`src/rtl/differentiator.sv`:
```
// Differentiator y[n] = x[n] - x[n-LAG] over a circular history; DIFFERENTIATOR_SAT_EN clamps instead of wrapping.
// Latency: one clock from data_en to data_out/data_en_out; param_en presets the history and primes in one cycle.
// Backpressure: none, one sample per cycle sustained; param_en beats data_en, which is dropped that cycle.
module differentiator #(
    parameter int MSB = 31,
    parameter int LAG = 1
) (
    input  logic         clk,
    input  logic         rst_n,
    input  logic         param_en,
    input  logic [MSB:0] param_in,
    input  logic         data_en,
    input  logic [MSB:0] data_in,
    output logic [MSB:0] data_out,
    output logic         data_en_out,
    output logic         primed
);

    localparam int PTR_W = (LAG > 1) ? $clog2(LAG) : 1;
    localparam int CNT_W = $clog2(LAG + 1);
    localparam logic [PTR_W-1:0] PTR_LAST = PTR_W'(LAG - 1);
    localparam logic [CNT_W-1:0] CNT_FULL = CNT_W'(LAG);

    typedef enum logic {S_FILL, S_RUN} state_t;

    state_t           state_q, state_d;
    logic [PTR_W-1:0] ptr_q, ptr_d, ptr_inc;
    logic [CNT_W-1:0] cnt_q, cnt_d;
    logic [MSB:0]     hist_q [LAG];
    logic [MSB:0]     oldest, diff;
    logic [MSB:0]     dout_q, dout_d;
    logic             den_q, den_d;
    logic             primed_q;
    logic             hist_load, hist_wr;

    // The slot under the write pointer always holds the oldest sample.
    assign oldest  = hist_q[ptr_q];
    assign ptr_inc = (ptr_q == PTR_LAST) ? '0 : ptr_q + PTR_W'(1);

`ifdef DIFFERENTIATOR_SAT_EN
    logic [MSB+1:0] wide;
    assign wide = {data_in[MSB], data_in} - {oldest[MSB], oldest};
    always_comb begin
        diff = wide[MSB:0];
        if (wide[MSB+1] != wide[MSB]) begin
            diff = wide[MSB+1] ? {1'b1, {MSB{1'b0}}} : {1'b0, {MSB{1'b1}}};
        end
    end
`else
    assign diff = data_in - oldest;
`endif

    always_comb begin
        state_d   = state_q;
        ptr_d     = ptr_q;
        cnt_d     = cnt_q;
        dout_d    = dout_q;
        den_d     = 1'b0;
        hist_load = 1'b0;
        hist_wr   = 1'b0;
        if (param_en) begin
            hist_load = 1'b1;
            ptr_d     = '0;
            cnt_d     = CNT_FULL;
            state_d   = S_RUN;
        end else if (data_en) begin
            hist_wr = 1'b1;
            ptr_d   = ptr_inc;
            if (state_q == S_FILL) begin
                cnt_d = cnt_q + CNT_W'(1);
                if (cnt_q + CNT_W'(1) == CNT_FULL) begin
                    state_d = S_RUN;
                end
            end else begin
                dout_d = diff;
                den_d  = 1'b1;
            end
        end
    end

    always_ff @(posedge clk or negedge rst_n) begin
        if (!rst_n) begin
            state_q  <= S_FILL;
            ptr_q    <= '0;
            cnt_q    <= '0;
            dout_q   <= '0;
            den_q    <= 1'b0;
            primed_q <= 1'b0;
        end else begin
            state_q  <= state_d;
            ptr_q    <= ptr_d;
            cnt_q    <= cnt_d;
            dout_q   <= dout_d;
            den_q    <= den_d;
            primed_q <= (state_d == S_RUN);
        end
    end

    always_ff @(posedge clk or negedge rst_n) begin
        if (!rst_n) begin
            for (int i = 0; i < LAG; i++) hist_q[i] <= '0;
        end else if (hist_load) begin
            for (int i = 0; i < LAG; i++) hist_q[i] <= param_in;
        end else if (hist_wr) begin
            hist_q[ptr_q] <= data_in;
        end
    end

    assign data_out    = dout_q;
    assign data_en_out = den_q;
    assign primed      = primed_q;

endmodule

```
`config.mk`:
```
export PLATFORM = sky130hd
export DESIGN_NAME = differentiator
export DESIGN_NICKNAME = d
export VERILOG_FILES = /design/src/rtl/differentiator.sv
export SDC_FILE = /design/constraint.sdc
export NUM_CORES = 1
export LEC_CHECK = 0
export BUFFER_PORTS_ARGS = -buffer_cell sky130_fd_sc_hd__buf_2
export CELL_PAD_IN_SITES_DETAIL_PLACEMENT = 1
export CELL_PAD_IN_SITES_GLOBAL_PLACEMENT = 2
export CORE_UTILIZATION = 36
export CTS_BUF_LIST = sky130_fd_sc_hd__clkbuf_4 sky130_fd_sc_hd__clkbuf_8
export DETAILED_ROUTE_END_ITERATION = 8
export PLACE_DENSITY_LB_ADDON = 0.12
export SLEW_MARGIN = 20
export SYNTH_ARGS = -nofsm -noshare
export SYNTH_HDL_FRONTEND = slang
export SYNTH_SLANG_ARGS = --single-unit
```
`constraint.sdc`:
```
create_clock -name clk -period 4.1 [get_ports clk]
set_input_delay 0.82 -clock clk [delete_from_list [all_inputs] [get_ports clk]]
set_output_delay 0.82 -clock clk [all_outputs]
set_load 0.02 [all_outputs]
```
---- Yosys cells after proc, flatten, opt, wreduce, memory -nomap -nowiden ----
Cells that the tools add are included.
cells by class
  add/subtract/negate cells ............... 3
  $lt $le $gt $ge ......................... 2
  equal/unequal tests ..................... 1
  muxes and demuxes ....................... 21
  bitwise operators ....................... 1
  reduce and logical (&&, ||, !) cells .... 5
operators by type and width
  operator                                    number
  two-way mux 32 bit                          4
  bitwise mux 32 bit                          1
  subtractor 32 bit                           1
  two-way mux 1 bit                           16
  nonzero test 2 bit                          2
  AND reduction 3 bit                         1
  adder 1 bit, second input constant          2
  != test 2 bit, second input constant        1
  AND reduction 2 bit                         1
  >= comparator 1 bit, second input constant  1
  logical AND 1 bit                           1
  < comparator 1 bit, second input constant   1
  NOT 1 bit                                   1
storage, ports and cells
  register bits after elaboration ......... 68
  input bits .............................. 68
  output and inout port bits .............. 34
  word-level logic and storage cells ...... 39

---- Depth between registers and ports, before layout ----
  depth in word-level cells ............... 6
  mapped depth ............................ 10
  mapped depth without buffers ............ 10

---- Worst setup path before layout ----
Ideal clock, no wire load.
  kind .................................... input -> register
  from .................................... input port data_in[0]
  to ...................................... register dout_q[26], in the netlist data_out[26]
  library setup time ...................... 0.123 ns
  arrival time ............................ 2.808 ns
  required time ........................... 3.977 ns
  slack ................................... 1.169 ns
  stages .................................. 10
  buffers on the path ..................... 0
  cells stage by stage .................... inv_1 ha_1 fa_1 nor2b_1 o31ai_4 o211a_1 or3_4 a31oi_4 xnor2_1 o21ai_1
on the way
  word-level cells in the longest chain between the ends .. 1
RTL lines
  item                  RTL line  RTL
  start, declared       13        input logic [MSB:0] data_in,
  subtractor 32 bit     50        assign diff = data_in - oldest;
  end signal, assigned  93        dout_q <= dout_d;
  end, declared         31        logic [MSB:0] dout_q, dout_d;
No other way between the ends.
A chain may end at the register's enable or synchronous reset.

---- Worst setup path in the final report ----
  from .................................... input port data_in[19]
  to ...................................... register dout_q[31], in the netlist data_out[31]
The elaborated chain is that of the path after synthesis.

==> summary.md <==
| Metric | Value |
|---|---|
| Sequential cell area | 1680 sq um |
| Max_cap viols | 0 |
| Die Area | 13400 sq um |
| Async S/R FF share, synth | 100% |
| CP max stage delay | 0.64 ns |
| Overflow after GRT | 0 |
| Arrival @ worst endpoint | 3.21 ns |
| Yosys warning count | 0 |
| CP Class | input pin to flop |
| Syn_nets | 635 |
| Routed wire length on met3 | 470 um |
| Half-perimeter wire length after placement | 10200 um |
| Post-CTS Setup Bufs | 0 |
| Htree depth | 3 |
| Commonest cells after routing, fill and taps aside | buf_2 (101), nand2_1 (77), o21ai_0 (70) |
| Seq/Total Area, Yosys | 35.9% |
| Placed inst area | 5260 sq um |
| Post-Syn Area | 4670 sq um |
| Clock sink count | 67 |
| Max VDD drop | 145 uV |
| Synth Area per Inst | 8.73 sq um |
| Commonest non-fill, non-tap cell in the layout | buf_2 |
| Routability cong. | 0.790 |
| Fin. max-slew vios | 0 |
| Starting Density | 37.0% |
| Wirelength, routed | 13500 um |
| CP max stage cell | a2111oi_0 |
| Setup_tns | 0 ns |
| Fill cells | 1573 |
| RSZ-0062 raised after global routing | no |
| Fin Clk Skew | 0.0129 ns |
| Hold-fix buffers, CTS | 0 |
| First DRT Iteration DRCs | 172 |
| Leakage power total | 2.66 nW |
| Residual DRC | 0 |
| Gate count of the mapped netlist | 535 |
| Clk Latency, worst-skew pair | 0.37 ns |
| CP required | 4.33 ns |
| Met2 wire len | 6130 um |
| Io pins | 102 |
| Area Overhead vs Synth | 16.5% |
| Final instance area | 5440 sq um |
| Status | completed |
| Final core utilization | 43.1% |
| CP Launch Type | input pin |
| Total GRT Usage | 21.4% |
| Synth Register Bits | 67 |
| Multi-input gate area | 2680 sq um |
| Routed WL per cell | 16.9 um |
| Power, Total | 2.23 mW |
| DIE HEIGHT | 116 um |
| Core footprint | 12600 sq um |
| Rows | 41 |
| Final Hold Fails | 0 |
| Crit end category | flop |
| CTS tree | built |
| Worst hold path type | input pin to asynchronous set/reset pin |
| Ant. Diodes | 0 |
| First-pass GRT wire length | 21700 um |
| Top FF cell, synth | dfrtp_1 |
| Post-synth EDFFs | 0 |
| Pre-antenna DRT Iters | 4 |
| Period utilization | 72.6% |
| Final ANT Viol Nets | 0 |
| Post-CTS Resized | 0 |
| M1 WL | 6670 um |
| FMAX | 336 MHz |
| Final setup viols | 0 |
| Crit path from | data_in[19] |
| DR top layer | met4 |
| Slew margin rel. | 52.1% |
| DR vias/cell | 5.16 |
| Pwr per Cell Area | 409 nW/um^2 |
| Clock Tree Buf Depth | 2 |
| Root buf cell | clkbuf_8 |
| Initial antenna violation count | 0 |
| Crit-path max FO | 7 |
| Share of layout cells above drive strength 1 | 21.2% |
| Largest net degree at the start of global routing | 68 |
| RR Startpoint | hist_q[19]$_DFFE_PN0P_ |
| IO Port Bufs | 101 |
| CTS clk-pin slew, worst paths | 0.08 ns |
| Crit path time final | 2.98 ns |
| CP Cell Sequence | buf_2 -> ha_1 -> nand3_1 -> or3_2 -> a2111oi_0 -> nor3_1 -> nand4b_1 -> o311ai_1 |
| CTS Buf Count | 9 |
| DR vias | 4121 |
| Least-Margin Pin Slew | 0.700 ns |
| Die X | 116 um |
| Vias in the first global route | 4217 |
| Netlist cell types | 61 |
| Layout Nets | 722 |
## registers in the layout, summed over array words and instances, names as in the netlist
name	count
data_out	32
hist_q	32
cnt_q	1
data_en_out	1
primed	1
## critical path: cells and delay by family
family | cells | cell delay (ns)
AO/OA/AOI/OAI | 2 | 0.74
adder cells (fa/ha/maj) | 1 | 0.46
AND/OR/NAND/NOR | 4 | 1.06
buffers and inverters | 1 | 0.11
## layer usage
layer / vias to the layer above / global-route usage [%]
met3: 14 / 2.88
met2: 85 / 34.8
met1: 1971 / 29.0
li1: 2051 / -
met4: 0 / 7.86
met5: - / 0
## synth_stat cells (2+ instances only)
| master | n | area, sq um |
|---|---|---|
| o31a_1 | 2 | 17.5 |
| inv_1 | 38 | 143 |
| o31ai_1 | 4 | 30.0 |
| o21bai_1 | 2 | 15.0 |
| nand2b_1 | 4 | 25.0 |
| o21ba_2 | 2 | 20.0 |
| a21oi_1 | 33 | 165 |
| o221ai_1 | 2 | 17.5 |
| a21o_1 | 12 | 90.1 |
| nor3_1 | 7 | 35.0 |
| o21ai_0 | 70 | 350 |
| ha_1 | 31 | 388 |
| mux2i_1 | 32 | 320 |
| dfrtp_1 | 67 | 1680 |
| buf_6 | 5 | 56.3 |
| xor2_1 | 11 | 96.3 |
| nor2b_1 | 4 | 25.0 |
| clkbuf_1 | 18 | 67.6 |
| o21a_1 | 9 | 67.6 |
| a31oi_1 | 4 | 25.0 |
| nand2_1 | 77 | 289 |
| a211o_1 | 4 | 35.0 |
| or4_1 | 3 | 22.5 |
| nand4_1 | 10 | 62.6 |
| a211oi_1 | 3 | 22.5 |
| buf_4 | 2 | 15.0 |
| xnor2_1 | 15 | 131 |
| buf_2 | 2 | 10.0 |
| nor2_1 | 15 | 56.3 |
| nand3_1 | 10 | 50.1 |
| o21ai_1 | 5 | 25.0 |
| o211ai_1 | 3 | 22.5 |
## where the power goes
part	internal (mW)	leakage [nW]	switching, mW	total [mW]
logic	0.317	1.75	0.528	0.845
registers	0.773	0.811	0.0644	0.838
clock network	0.271	0.0987	0.275	0.546
## through the flow
stage               worst slack (ns)  hold slack, ns  instances
floorplan                       1.17           0.445        535
global placement               0.677           0.456        783
detailed placement             0.744           0.469        783
CTS                             1.13           0.476        798
global route                   0.949           0.493        798
finish                          1.12           0.468        798
## logic make-up after synthesis
kind of cell | synth area share [%]
adder cells (fa/ha/maj) | 8.73
AND/OR/NAND/NOR | 14.3
flip-flops | 35.9
multiplexers | 6.86
buffers and inverters | 6.86
AO/OA/AOI/OAI | 22.5
XOR/XNOR | 4.87
## worst paths after layout
path	endpoint	slack [ns]	cells past startpoint
max	data_out[31]$_DFFE_PN0P_	1.12	8
min	data_out[8]$_DFFE_PN0P_	0.47	2
max reg2reg	data_out[31]$_DFFE_PN0P_	1.31	8
min reg2reg	data_out[12]$_DFFE_PN0P_	0.48	2
max in group asynchronous	data_out[19]$_DFFE_PN0P_	3.31	2
min in group clk	data_out[12]$_DFFE_PN0P_	0.48	2
## layout make-up
cell class | instances | share of cell area, %
well taps | 172 | 3.95
flip-flops and latches | 67 | 30.8
inverters | 39 | 2.69
multi-input cells | 400 | 49.1
clock inverters | 2 | 0.184
clock buffers | 13 | 3.17
repair buffers | 105 | 10.1
Note: power is estimated with default switching activity, not from simulation.
